## src/rtl/mem_port_arbiter.sv

```systemverilog
// Arbitrates one single-ported memory between fetch and data requesters.
// Data wins by default; a starvation counter forces a fetch grant after MAX_WAIT losses.
// Optional bus timeout: define ARB_TIMEOUT_EN.
// Ports:
//   clk, n_rst             clock, async active-low reset
//   if_req/if_addr         fetch request (level, held until if_ack)
//   if_ack/if_rdata        fetch done pulse and read data
//   d_req/d_we/d_addr/
//   d_wdata/d_be           data request (level, held until d_ack)
//   d_ack/d_rdata          data done pulse and load data
//   bus_err                pulses with the ack of an aborted access
//   mem_req/we/addr/
//   wdata/be               registered memory request, held until mem_ack
//   mem_ack/mem_rdata      memory completion and read data
module mem_port_arbiter #(
  parameter int unsigned AW       = 32,
  parameter int unsigned DW       = 32,
  parameter int unsigned MAX_WAIT = 4,
  parameter int unsigned TIMEOUT  = 15
) (
  input  logic            clk,
  input  logic            n_rst,
  input  logic            if_req,
  input  logic [AW-1:0]   if_addr,
  output logic            if_ack,
  output logic [DW-1:0]   if_rdata,
  input  logic            d_req,
  input  logic            d_we,
  input  logic [AW-1:0]   d_addr,
  input  logic [DW-1:0]   d_wdata,
  input  logic [DW/8-1:0] d_be,
  output logic            d_ack,
  output logic [DW-1:0]   d_rdata,
  output logic            bus_err,
  output logic            mem_req,
  output logic            mem_we,
  output logic [AW-1:0]   mem_addr,
  output logic [DW-1:0]   mem_wdata,
  output logic [DW/8-1:0] mem_be,
  input  logic            mem_ack,
  input  logic [DW-1:0]   mem_rdata
);

  localparam int unsigned BW = DW / 8;
  localparam int unsigned CW = $clog2(MAX_WAIT + 1);
  localparam logic [CW-1:0] WMAX = CW'(MAX_WAIT);

  if (MAX_WAIT < 1 || TIMEOUT < 1) begin : g_bad_cfg
    $error("mem_port_arbiter: MAX_WAIT and TIMEOUT must be >= 1");
  end

  typedef enum logic [1:0] {
    IDLE,
    BUSY_I,
    BUSY_D,
    RESP
  } state_e;

  state_e          state_q;
  logic [CW-1:0]   wait_cnt_q;
  logic            mem_req_q;
  logic            mem_we_q;
  logic [AW-1:0]   mem_addr_q;
  logic [DW-1:0]   mem_wdata_q;
  logic [BW-1:0]   mem_be_q;
  logic            if_ack_q;
  logic            d_ack_q;
  logic [DW-1:0]   if_rdata_q;
  logic [DW-1:0]   d_rdata_q;

  logic gnt_i;
  logic gnt_d;

  // Fetch only wins a collision once it has lost MAX_WAIT times.
  always_comb begin
    gnt_i = if_req & (~d_req | (wait_cnt_q == WMAX));
    gnt_d = d_req & ~gnt_i;
  end

`ifdef ARB_TIMEOUT_EN
  localparam int unsigned TW = $clog2(TIMEOUT + 1);
  localparam logic [TW-1:0] TLAST = TW'(TIMEOUT - 1);

  logic [TW-1:0] timer_q;
  logic          bus_err_q;
  logic          expire;

  // timer_q holds (BUSY cycle - 1); expiry is the TIMEOUT-th cycle.
  assign expire  = (timer_q == TLAST);
  assign bus_err = bus_err_q;
`else
  assign bus_err = 1'b0;
`endif

  always_ff @(posedge clk or negedge n_rst) begin
    if (!n_rst) begin
      state_q     <= IDLE;
      wait_cnt_q  <= '0;
      mem_req_q   <= 1'b0;
      mem_we_q    <= 1'b0;
      mem_addr_q  <= '0;
      mem_wdata_q <= '0;
      mem_be_q    <= '0;
      if_ack_q    <= 1'b0;
      d_ack_q     <= 1'b0;
      if_rdata_q  <= '0;
      d_rdata_q   <= '0;
`ifdef ARB_TIMEOUT_EN
      timer_q     <= '0;
      bus_err_q   <= 1'b0;
`endif
    end else begin
      if_ack_q  <= 1'b0;
      d_ack_q   <= 1'b0;
`ifdef ARB_TIMEOUT_EN
      bus_err_q <= 1'b0;
`endif
      unique case (state_q)
        IDLE: begin
`ifdef ARB_TIMEOUT_EN
          timer_q <= '0;
`endif
          if (gnt_i) begin
            state_q     <= BUSY_I;
            mem_req_q   <= 1'b1;
            mem_we_q    <= 1'b0;
            mem_addr_q  <= if_addr;
            mem_wdata_q <= '0;
            mem_be_q    <= '1;
            wait_cnt_q  <= '0;
          end else if (gnt_d) begin
            state_q     <= BUSY_D;
            mem_req_q   <= 1'b1;
            mem_we_q    <= d_we;
            mem_addr_q  <= d_addr;
            mem_wdata_q <= d_wdata;
            mem_be_q    <= d_be;
            if (if_req && wait_cnt_q != WMAX) begin
              wait_cnt_q <= wait_cnt_q + CW'(1);
            end
          end
        end
        BUSY_I, BUSY_D: begin
          if (mem_ack) begin
            state_q   <= RESP;
            mem_req_q <= 1'b0;
            if (state_q == BUSY_I) begin
              if_ack_q   <= 1'b1;
              if_rdata_q <= mem_rdata;
            end else begin
              d_ack_q <= 1'b1;
              if (!mem_we_q) begin
                d_rdata_q <= mem_rdata;
              end
            end
          end
`ifdef ARB_TIMEOUT_EN
          else if (expire) begin
            state_q   <= RESP;
            mem_req_q <= 1'b0;
            bus_err_q <= 1'b1;
            if (state_q == BUSY_I) begin
              if_ack_q   <= 1'b1;
              if_rdata_q <= '0;
            end else begin
              d_ack_q   <= 1'b1;
              d_rdata_q <= '0;
            end
          end else begin
            timer_q <= timer_q + TW'(1);
          end
`endif
        end
        RESP: begin
          state_q <= IDLE;
        end
        default: begin
          state_q <= IDLE;
        end
      endcase
    end
  end

  assign mem_req   = mem_req_q;
  assign mem_we    = mem_we_q;
  assign mem_addr  = mem_addr_q;
  assign mem_wdata = mem_wdata_q;
  assign mem_be    = mem_be_q;
  assign if_ack    = if_ack_q;
  assign d_ack     = d_ack_q;
  assign if_rdata  = if_rdata_q;
  assign d_rdata   = d_rdata_q;

endmodule

```

## config.mk

```make
export PLATFORM = sky130hd
export DESIGN_NAME = mem_port_arbiter
export DESIGN_NICKNAME = d
export VERILOG_FILES = /design/src/rtl/mem_port_arbiter.sv
export SDC_FILE = /design/constraint.sdc
export NUM_CORES = 1
export LEC_CHECK = 0
export BUFFER_PORTS_ARGS = -buffer_cell sky130_fd_sc_hd__buf_4
export CAP_MARGIN = 15
export CORE_MARGIN = 2
export CORE_UTILIZATION = 47
export DETAILED_ROUTE_END_ITERATION = 10
export PLACE_DENSITY = 0.85
export SYNTH_ARGS = -nofsm -noshare
export SYNTH_HDL_FRONTEND = slang
export SYNTH_SLANG_ARGS = --single-unit
```

## constraint.sdc

```tcl
create_clock -name clk -period 2.1 [get_ports clk]
set_input_delay 0.42 -clock clk [delete_from_list [all_inputs] [get_ports clk]]
set_output_delay 0.42 -clock clk [all_outputs]
set_load 0.02 [all_outputs]
```

Word-level counts from Yosys, hierarchy flattened
Cells that the tools add are included.
{ "word_totals": {"word_cells": 63, "inputBits": 138, "register_bits": 141} }
{ "classes": {"eq_ne": 7, "n_bitwise": 7, "n_reduce_logical": 12, "add_sub_neg": 1, "muxes": 25} }
{ "op_table": {"columns": ["operator", "count"], "rows": [
  ["two-way mux 32 bit", 4],
  ["two-way mux 1 bit", 11],
  ["two-way mux 3 bit", 3],
  ["AND reduction 3 bit", 3],
  ["two-way mux 4 bit", 2],
  ["two-way mux 2 bit", 3],
  ["inequality test 3 bit (second input constant)", 2],
  ["one-hot mux 2 bit (3 select lines)", 1],
  ["nonzero test 2 bit", 3],
  ["equality test 2 bit (second input constant)", 2],
  ["inverter 1 bit", 4],
  ["AND reduction 2 bit", 2],
  ["AND reduction 4 bit", 1],
  ["adder 3 x 1 -> 3 bit (second input constant)", 1],
  ["equality test 3 bit (second input constant)", 1],
  ["AND 1 bit", 2],
  ["equality test 2 x 1 -> 1 bit (second input constant)", 1],
  ["logical NOT 2 bit", 1],
  ["inequality test 2 bit (second input constant)", 1],
  ["one-hot mux 1 bit (2 select lines)", 1],
  ["OR reduction 2 bit", 1],
  ["logical AND 1 bit", 1],
  ["bitwise OR 1 bit", 1]
]} }

Longest topological paths before layout
Gate-level depths: netlist of the first run.
{ "logic_depth": {"ltp_word": 8, "ltp_mapped": 8, "ltp_nobuf": 5} }

Worst setup path after synthesis of the first run
OpenSTA, ideal clock, no wires.
{ "synth_timing": {"path_type": "reg-to-reg", "from": "register state_q[0]", "to": "register d_rdata_q[10], in the netlist d_rdata[10]", "stages_incl_launch_ff": 7, "setup_slack_ns": 0.399, "t_required_ns": 1.975, "arrival_time_ns": 1.576, "cell_sequence": "dfrtp_1 -> inv_1 -> ha_1 -> nand2_1 -> nor3_2 -> buf_4 -> mux2_2"} }
{ "synth_via": {"elab_chain_len": 3} }
{ "synth_rtl": {"columns": ["item", "line_no", "rtl"], "rows": [
  ["from (decl)", "59", "state_e state_q;"],
  ["from (signal assigned)", "97", "state_q <= IDLE;"],
  ["from (signal assigned)", "124", "state_q <= BUSY_I;"],
  ["from (signal assigned)", "132", "state_q <= BUSY_D;"],
  ["equality test 2 x 1 -> 1 bit or equality test 2 bit (tied branches)", "118, 147", null],
  ["OR reduction 2 bit or inverter 1 bit (tied branches)", null, null],
  ["AND reduction 4 bit (no line) *", null, null],
  ["to (signal assigned)", "153", "d_rdata_q <= mem_rdata;"],
  ["to (decl)", "69", "logic [DW-1:0] d_rdata_q;"]
]} }
Mark *: on every way between the ends. The rest lies on a longest branch, timed or not.
A chain may end at the register's enable or synchronous reset.

Final worst setup path of the first run
{ "layout_timing": {"from": "register state_q[0]", "to": "register d_rdata_q[15], in the netlist d_rdata[15]"} }
Same word-level chain as after synthesis.

==> results of run 1 <==
## cell usage in the layout, fill, tap and decap left out, types with 2 or more instances in the layout
cell                        synthesis  routed
sky130_fd_sc_hd__nor2_1            12      12
sky130_fd_sc_hd__ha_1               5       5
sky130_fd_sc_hd__mux2_1             2       2
sky130_fd_sc_hd__mux2_2            63      63
sky130_fd_sc_hd__bufinv_16          0       4
sky130_fd_sc_hd__clkinv_2           0       3
sky130_fd_sc_hd__clkbuf_8           0       3
sky130_fd_sc_hd__clkbuf_1          14       2
sky130_fd_sc_hd__o21ai_0           12      12
sky130_fd_sc_hd__dfrtp_1          141     141
sky130_fd_sc_hd__o211ai_1           5       5
sky130_fd_sc_hd__a31oi_1            2       2
sky130_fd_sc_hd__o211ai_2          27      27
sky130_fd_sc_hd__nand2_1          137     137
sky130_fd_sc_hd__o21ai_1           23      23
sky130_fd_sc_hd__buf_4              7     278
sky130_fd_sc_hd__buf_12             0       8
sky130_fd_sc_hd__nand4_1           32      32
sky130_fd_sc_hd__clkbuf_16          0      17
sky130_fd_sc_hd__nor2b_1            2       2
sky130_fd_sc_hd__inv_1              5       5
sky130_fd_sc_hd__a21oi_1            5       5
## kinds of logic after synthesis
logic type | Yosys count | share of synthesized area (%)
compound gates | 81 | 10.7
fa+ha+maj | 5 | 1.03
buf+inv | 47 | 4.24
flops | 141 | 58.3
mux | 66 | 12.3
other cells | 1 | 0.0620
simple gates | 188 | 13.3
## power by group through the flow
stage	logic, mW	registers, mW	clock network, mW
finish	7.02	4.82	3.18
floorplan	2.56	6.23	0
CTS	7.09	4.82	3.24
detailed placement	7.07	4.83	0
global placement	6.80	4.76	0
global route	7.48	4.96	3.36
## sequential cells by signal (all words and copies together), names as in the netlist
register and flops:
wait_cnt_q 3, mem_be 4, state_q 2, d_rdata 32, mem_we 1, mem_req 1, mem_addr 32, if_ack 1
d_ack 1, mem_wdata 32, if_rdata 32
## worst max-delay path: stages, from the launching register on
cell and delay, ns:
sky130_fd_sc_hd__dfrtp_1 0.37, sky130_fd_sc_hd__inv_1 0.08, sky130_fd_sc_hd__ha_1 0.34, sky130_fd_sc_hd__nand2_1 0.13, sky130_fd_sc_hd__nor3_4 0.17, sky130_fd_sc_hd__buf_12 0.23
sky130_fd_sc_hd__mux2_2 0.36
## final cells by class
type | instances | area [um^2]
Sequential cell | 141 | 3530
Inverter | 5 | 18.8
Timing Repair Buffer | 288 | 2270
Tap cell | 172 | 215
Fill cell | 907 | 3620
Clock inverter | 10 | 160
Clock buffer | 22 | 474
Multi-Input combinational cell | 341 | 2280
## stage by stage
stage | hold WS (ns) | cells | util, % | area, um^2
after global routing | 0.236 | 979 | 71.2 | 8940
after detailed placement | 0.429 | 946 | 66.0 | 8300
final | 0.238 | 979 | 71.2 | 8940
after CTS | 0.223 | 979 | 71.2 | 8940
after global placement | 0.429 | 946 | 66.0 | 8300
after floorplan | 0.124 | 529 | - | 6050
## path summary, 6_finish.rpt
path	startpoint	to	slack [ns]	depth (start not counted)
worst max-delay path	state_q[0]	d_rdata[15]	0.27	6
worst min-delay path	mem_rdata[30]	d_rdata[30]	0.24	2
worst max register to register	state_q[0]	d_rdata[15]	0.27	6
worst min register to register	mem_wdata[22]	mem_wdata[22]	0.49	2
max in group asynchronous	n_rst	mem_addr[19]	0.89	3
min in group asynchronous	n_rst	if_rdata[10]	0.58	2
## per-layer routing
metal / vias to the layer above / GRT usage, % / share of wire (%)
li1: 2362 / - / -
met1: 2544 / 28.9 / 39
met2: 266 / 42.1 / 51
met3: 24 / 8.17 / 8.3
met4: 0 / 8.51 / 1.7
met5: - / 0 / 0
==> impl_metrics.csv, run 1 <==
group,metric,value,unit
outcome,run_status,"completed",
grt,globalRouteTotalUtil,24.5,%
power_and_ir_drop,p_per_area,1680,nW/um^2
cts,clk-insertion-delay-late,0.41,ns
route,drt_first_pass_iters,4,
floorplanning,die_height,117,um
grt,grt_first_pass_wirelength,27100,um
cts,cts_htree_levels,4,
placement,gp_congestion,0.788,
critical_path,criticalPathCategory,"reg -> reg",
min_path,min_path_type,"in -> reg",
floorplanning,pin_count,275,
power_and_ir_drop,total_power,15.0,mW
layout,design.final.nets,937,
power_and_ir_drop,seqPwrFrac,32.1,%
power_and_ir_drop,power.leakage,4.36,nW
grt,grt_max_degree,59,
timing,tns,0,ns
synth,synth-edff-count,0,
layout,antenna_cells_inserted,0,
synth,syn_area_per_cell,11.4,um^2
synth,yosys-top-cells-count,"141 x sky130_fd_sc_hd__dfrtp_1, 137 x sky130_fd_sc_hd__nand2_1, 63 x sky130_fd_sc_hd__mux2_2",
timing,layout_setup_ws,0.274,ns
route,drt_wl_total,16700,um
placement,place.detailed.hpwl,12200,um
cts,clkSinkCount,141,
route,post_drt_wl_per_cell,17.1,um
cts,root_buffer,"sky130_fd_sc_hd__clkbuf_16",
synth,yosysWarnings,0,
timing,final.period_utilization,87.0,%
synth,synth_top_cells_by_area,"sky130_fd_sc_hd__dfrtp_1 58%, sky130_fd_sc_hd__mux2_2 12%, sky130_fd_sc_hd__nand2_1 8.5%",
synth,synth-async-reset-ratio,100,%
timing,final_period_minus_worst_setup_slack,1.83,ns
synth,yosys_most_used_dff,"sky130_fd_sc_hd__dfrtp_1",
synth,synth.cell_area,6050,um^2
critical_path,setup.worst_path.end_class,"flip-flop",
grt,grt_pass1_vias,5455,
floorplanning,fp.dieArea,13800,um^2
route,initialDrtViolationCount,294,
timing,clock.fmax,0.548,GHz
synth,synth.ff_latch_count,141,
timing,timing.final.hold_violations,0,
timing,report.final.setup_viol,0,
critical_path,worst-endpoint-required,2.39,ns
power_and_ir_drop,combinationalPowerShare,46.7,%
route,route.detailed.vias_per_inst,5.31,
floorplanning,initial_utilization,48.1,%
layout,layout-area-overhead-vs-synth,47.9,%
power_and_ir_drop,netSwitchingFraction,38.2,%
synth,yosysTopAreaCell,"sky130_fd_sc_hd__dfrtp_1",
cts,cts.clk_slew.worst_paths,0.06,ns
power_and_ir_drop,vdd_drop_max,972,uV
critical_path,critPathLaunchType,"flip-flop",
timing,fin_skew,0.00903,ns
cts,holdBufCountCts,1,
cts,post-cts-setup-buffers,0,
synth,syn-instance-count,529,
layout,drive_gt1_share,51.1,%
power_and_ir_drop,power_report.internal_total,9.29,mW
route,route.antenna.remaining_nets,0,
critical_path,largest_fanout_on_the_critical_path,32,
critical_path,timing.critical_path.arrival,2.12,ns
timing,grt_setup_unrepaired,"false",
synth,yosysTopAreaCellShare,58.3,%
floorplanning,core_area,12600,um^2
synth,most_instantiated_library_cell_after_synthesis,"sky130_fd_sc_hd__dfrtp_1",
floorplanning,die-width,117,um
synth,mappedNetlistNets,672,
floorplanning,core.rowCount,41,
timing,max_slew.worst_pin.slew,0.565,ns
synth,synth-seq-area-share,58.3,%
grt,grt_overflow_total,0,
cts,number_of_buffers_added_by_the_clock_tree_synthesis_step,17,
timing,final_slew_viol_count,0,
route,drc_errors,0,
power_and_ir_drop,power.clock.fraction,21.2,%
grt,number_of_antenna_violations_at_the_first_check_in_global_routing,0,
power_and_ir_drop,p_sw,5.75,mW
job,maximum_capacitance_violations,0,
synth,synth_cell_type_count,34,
cts,tritoncts,"yes",
placement,post_placement_setup_slack,0.283,ns
cts,clock_path_buffers,2,
route,vias,5196,
timing,max_slew_headroom,62.3,%
placement,io_buffer_count,273,
cts,ctsResizeCount,0,
Power figures use the tool's default switching activity.
==> inputs of run 2 (changes only) <==
--- a/config.mk
+++ b/config.mk
@@ -10,7 +10,7 @@
 export CORE_MARGIN = 2
 export CORE_UTILIZATION = 47
 export DETAILED_ROUTE_END_ITERATION = 10
-export PLACE_DENSITY = 0.85
+export PLACE_DENSITY = 0.86
 export SYNTH_ARGS = -nofsm -noshare
 export SYNTH_HDL_FRONTEND = slang
 export SYNTH_SLANG_ARGS = --single-unit
==> impl_metrics.csv, run 2 (synthesis gave the netlist of run 1 again) <==
group,metric,value,unit
layout,layout.cells.non_filler,976,
power_and_ir_drop,power.leakage,4.33,nW
cts,number_of_buffers_added_by_the_clock_tree_synthesis_step,17,
timing,layout_setup_ws,0.265,ns
power_and_ir_drop,vdd_drop_max,839,uV
route,post_drt_wl_per_cell,17.2,um
layout,filler_cell_count,863,
route,drt_wl_total,16800,um
critical_path,worst-endpoint-required,2.37,ns
layout,antenna_cells_inserted,0,
cts,tritoncts,"yes",
timing,tns,0,ns
critical_path,largest_fanout_on_the_critical_path,32,
placement,place_inst,943,
timing,fin_skew,0.00923,ns
timing,final_period_minus_worst_setup_slack,1.84,ns
critical_path,critPathLaunchType,"flip-flop",
timing,max_slew_headroom,53.2,%
cts,clock_path_buffers,2,
layout,drive_gt1_share,51.1,%
floorplanning,die-width,117,um
route,drc_errors,0,
cts,ctsResizeCount,0,
layout,fin_area,8890,um^2
layout,multiInputGateArea,2280,um^2
layout,area.sequential,3530,um^2
critical_path,criticalPathCategory,"reg -> reg",
floorplanning,core.rowCount,41,
min_path,hp-start,"d_wdata[15]",
grt,grt_pass1_vias,5303,
cts,holdBufCountCts,1,
placement,gp_congestion,0.825,
layout,design.final.nets,934,
min_path,min_delay_path_depth,3,
layout,layout-area-overhead-vs-synth,47.1,%
cts,post-cts-setup-buffers,0,
placement,io_buffer_count,273,
floorplanning,pin_count,275,
cts,cts_htree_levels,4,
critical_path,setup.worst_path.end_class,"flip-flop",
floorplanning,die_height,117,um
cts,root_buffer,"sky130_fd_sc_hd__clkbuf_16",
route,initialDrtViolationCount,379,
cts,clk-insertion-delay-late,0.40,ns
route,route.antenna.remaining_nets,0,
cts,clkSinkCount,141,
timing,timing.final.hold_violations,0,
route,vias,5144,
critical_path,crit-reg2reg-capture,"d_rdata[24]",
critical_path,timing.critical_path.arrival,2.11,ns
job,maximum_capacitance_violations,0,
timing,final.period_utilization,87.4,%
floorplanning,core_area,12600,um^2
critical_path,worst-r2r-cell-count,6,
grt,globalRouteTotalUtil,24.6,%
placement,place.detailed.hpwl,12200,um
min_path,min_path_type,"in -> reg",
timing,report.final.setup_viol,0,
min_path,hold_end,"mem_wdata[15]",
timing,final_slew_viol_count,0,
floorplanning,fp.dieArea,13800,um^2
floorplanning,initial_utilization,48.1,%
placement,post_placement_setup_slack,0.271,ns
critical_path,ff2ff_setup_slack,0.26,ns
critical_path,critical_path.reg2reg.startpoint,"state_q[0]",
outcome,run_status,"completed",
grt,grt_first_pass_wirelength,27000,um
timing,clock.fmax,0.545,GHz
placement,detailed_place.area,8260,um^2
cts,cts.clk_slew.worst_paths,0.07,ns
grt,grt_overflow_total,0,
timing,max_slew.worst_pin.slew,0.699,ns
layout,final_common_cell,"sky130_fd_sc_hd__buf_4",
route,route.detailed.vias_per_inst,5.27,
layout,layout.cells.most_common_list,"276 x sky130_fd_sc_hd__buf_4, 141 x sky130_fd_sc_hd__dfrtp_1, 137 x sky130_fd_sc_hd__nand2_1",
power_and_ir_drop,p_per_area,1680,nW/um^2
timing,grt_setup_unrepaired,"false",
grt,number_of_antenna_violations_at_the_first_check_in_global_routing,0,
grt,grt_max_degree,86,
route,drt_first_pass_iters,5,
-- run 2: final cells by class --
class	instances	area share [%]
timing repair buffer	285	25.1
tap	172	2.42
clock buffer	18	4.94
multi-input combinational	341	25.6
clock inverter	14	2.04
inverter	5	0.211
sequential	141	39.7
-- run 2: worst max path at each step --
| stage | start | to | cells after the start |
|---|---|---|---|
| 2_1_floorplan | state_q[0] | d_rdata[10] | 6 |
| 3_3_place_gp | state_q[0] | d_rdata[25] | 6 |
| 3_5_place_dp | state_q[0] | d_rdata[19] | 6 |
| 4_1_cts | state_q[0] | d_rdata[19] | 6 |
| 5_1_grt | state_q[1] | d_rdata[24] | 6 |
| 6_report | state_q[0] | d_rdata[24] | 6 |
-- run 2: power by group --
group	leakage (nW)	total, mW	internal (mW)	switching (mW)
clock	0.301	3.12	1.93	1.19
sequential	1.72	4.83	4.04	0.792
combinational	2.31	7.02	3.17	3.86
total	4.33	15.0	9.13	5.84
-- run 2: stage by stage --
step	util (%)	total power, mW	hold WS [ns]
after floorplan	-	8.80	0.124
after global placement	65.8	11.6	0.420
after detailed placement	65.8	11.9	0.426
after CTS	70.8	15.1	0.235
after global routing	70.8	15.8	0.234
final	70.8	15.0	0.251
-- run 2: worst max-delay path: stages (launching register included) --
cell	delay, ns
sky130_fd_sc_hd__dfrtp_1	0.35
sky130_fd_sc_hd__inv_1	0.08
sky130_fd_sc_hd__ha_1	0.34
sky130_fd_sc_hd__nand2_1	0.14
sky130_fd_sc_hd__nor3_4	0.17
sky130_fd_sc_hd__buf_12	0.24
sky130_fd_sc_hd__mux2_2	0.38
-- run 2: layer usage --
| layer | GRT usage [%] | up-vias | wire length [um] |
|---|---|---|---|
| met3 | 8.37 | 24 | 1300 |
| met2 | 42.1 | 257 | 8600 |
| met5 | 0 | - | 0 |
| li1 | - | 2351 | - |
| met4 | 6.40 | 0 | 242 |
| met1 | 29.8 | 2512 | 6610 |
==> inputs of run 3 (changes only) <==
--- a/config.mk
+++ b/config.mk
@@ -7,7 +7,6 @@
 export LEC_CHECK = 0
 export BUFFER_PORTS_ARGS = -buffer_cell sky130_fd_sc_hd__buf_4
 export CAP_MARGIN = 15
-export CORE_MARGIN = 2
 export CORE_UTILIZATION = 47
 export DETAILED_ROUTE_END_ITERATION = 10
 export PLACE_DENSITY = 0.86
==> impl_metrics.csv, run 3 (synthesis gave the netlist of run 1 again) <==
group,metric,value,unit
route,drt_wl_total,16200,um
layout,drive_gt1_share,50.9,%
power_and_ir_drop,total_power,14.6,mW
cts,ctsResizeCount,0,
critical_path,worst-endpoint-required,2.39,ns
route,drc_errors,0,
layout,area.sequential,3530,um^2
cts,clkSinkCount,141,
power_and_ir_drop,p_per_area,1650,nW/um^2
cts,cts_htree_levels,4,
critical_path,timing.critical_path.arrival,2.11,ns
layout,filler_cell_count,920,
floorplanning,die-width,115,um
floorplanning,fp.dieArea,13300,um^2
timing,timing.final.hold_violations,0,
timing,timing.hold.ws,0.245,ns
floorplanning,core.rowCount,41,
critical_path,largest_fanout_on_the_critical_path,32,
outcome,run_status,"completed",
timing,report.final.setup_viol,0,
route,drt_first_pass_iters,4,
route,route.antenna.remaining_nets,0,
timing,final_slew_viol_count,0,
grt,number_of_antenna_violations_at_the_first_check_in_global_routing,0,
layout,multiInputGateArea,2280,um^2
placement,post_placement_setup_slack,0.279,ns
floorplanning,pin_count,275,
cts,root_buffer,"sky130_fd_sc_hd__clkbuf_16",
grt,globalRouteTotalUtil,24.6,%
placement,place_inst,943,
timing,layout_setup_ws,0.283,ns
layout,layout.cells.non_filler,976,
timing,fin_skew,0.0138,ns
timing,final.period_utilization,86.5,%
timing,clock.fmax,0.550,GHz
layout,antenna_cells_inserted,0,
timing,final_period_minus_worst_setup_slack,1.82,ns
route,initialDrtViolationCount,302,
cts,clock_path_buffers,2,
layout,fin_area,8830,um^2
floorplanning,initial_utilization,48.1,%
critical_path,critPathLaunchType,"flip-flop",
grt,grt_max_degree,70,
floorplanning,die_height,115,um
layout,final_core_util,70.3,%
placement,detailed_place.area,8260,um^2
timing,tns,0,ns
placement,gp_congestion,0.805,
cts,number_of_buffers_added_by_the_clock_tree_synthesis_step,17,
layout,design.final.nets,934,
route,vias,5082,
job,maximum_capacitance_violations,0,
layout,layout.cells.most_common_list,"276 x sky130_fd_sc_hd__buf_4, 141 x sky130_fd_sc_hd__dfrtp_1, 137 x sky130_fd_sc_hd__nand2_1",
cts,tritoncts,"yes",
cts,holdBufCountCts,1,
timing,grt_setup_unrepaired,"false",
placement,io_buffer_count,273,
layout,final_common_cell,"sky130_fd_sc_hd__buf_4",
grt,grt_pass1_vias,5033,
critical_path,criticalPathCategory,"reg -> reg",
grt,grt_overflow_total,0,
route,route.detailed.vias_per_inst,5.21,
floorplanning,core_area,12600,um^2
cts,post-cts-setup-buffers,0,
power_and_ir_drop,power.leakage,4.29,nW
grt,grt_first_pass_wirelength,25100,um
route,post_drt_wl_per_cell,16.6,um
placement,place.detailed.hpwl,11600,um
critical_path,setup.worst_path.end_class,"flip-flop",
layout,layout-area-overhead-vs-synth,46.0,%
power_and_ir_drop,vdd_drop_max,785,uV
min_path,min_path_type,"in -> reg",
cts,cts.clk_slew.worst_paths,0.06,ns
cts,clk-insertion-delay-late,0.41,ns
run 3: cell count changes in the layout (fill, tap and decap cells not counted):
cell / change
sky130_fd_sc_hd__clkinvlp_4: +3
sky130_fd_sc_hd__bufinv_16: -2
sky130_fd_sc_hd__clkbuf_1: +2
sky130_fd_sc_hd__inv_8: -2
sky130_fd_sc_hd__clkinv_4: -1
run 3: worst max-delay path: stages (launching register included):
cell                      delay [ns]
sky130_fd_sc_hd__dfrtp_1        0.36
sky130_fd_sc_hd__inv_1          0.08
sky130_fd_sc_hd__ha_1           0.35
sky130_fd_sc_hd__nand2_1        0.13
sky130_fd_sc_hd__nor3_4         0.16
sky130_fd_sc_hd__buf_12         0.24
sky130_fd_sc_hd__mux2_2         0.37
run 3: cell type report:
cell class / count / area share, %
inverters: 5 / 0.212
clock buffers: 20 / 5.06
clock inverters: 12 / 1.27
well taps: 172 / 2.44
flip-flops and latches: 141 / 39.9
multi-input cells: 341 / 25.8
repair buffers: 285 / 25.3
run 3: per-layer routing:
metal  wire (um)  part of all wire (%)  track usage [%]  vias to the layer above
met2        8190                    51             42.7                      227
met1        6340                    39             28.9                     2480
met5           0                     0                0                        -
li1            -                     -                -                     2350
met4         272                   1.7             8.14                        0
met3        1410                   8.7             7.95                       25
run 3: worst paths after layout:
kind | from | endpoint | slack [ns] | depth (start not counted)
max in group asynchronous | n_rst | mem_wdata[5] | 0.96 | 3
max reg2reg | state_q[0] | d_rdata[16] | 0.28 | 6
min | mem_rdata[5] | d_rdata[5] | 0.24 | 2
min reg2reg | mem_wdata[24] | mem_wdata[24] | 0.48 | 2
max | state_q[0] | d_rdata[16] | 0.28 | 6
min in group asynchronous | n_rst | if_rdata[2] | 0.53 | 2
run 3: power breakdown:
part	switching [mW]	leakage (nW)	internal (mW)
Combinational	3.82	2.31	3.15
Clock	1.16	0.259	1.67
Sequential	0.762	1.72	4.03
Total	5.74	4.29	8.85
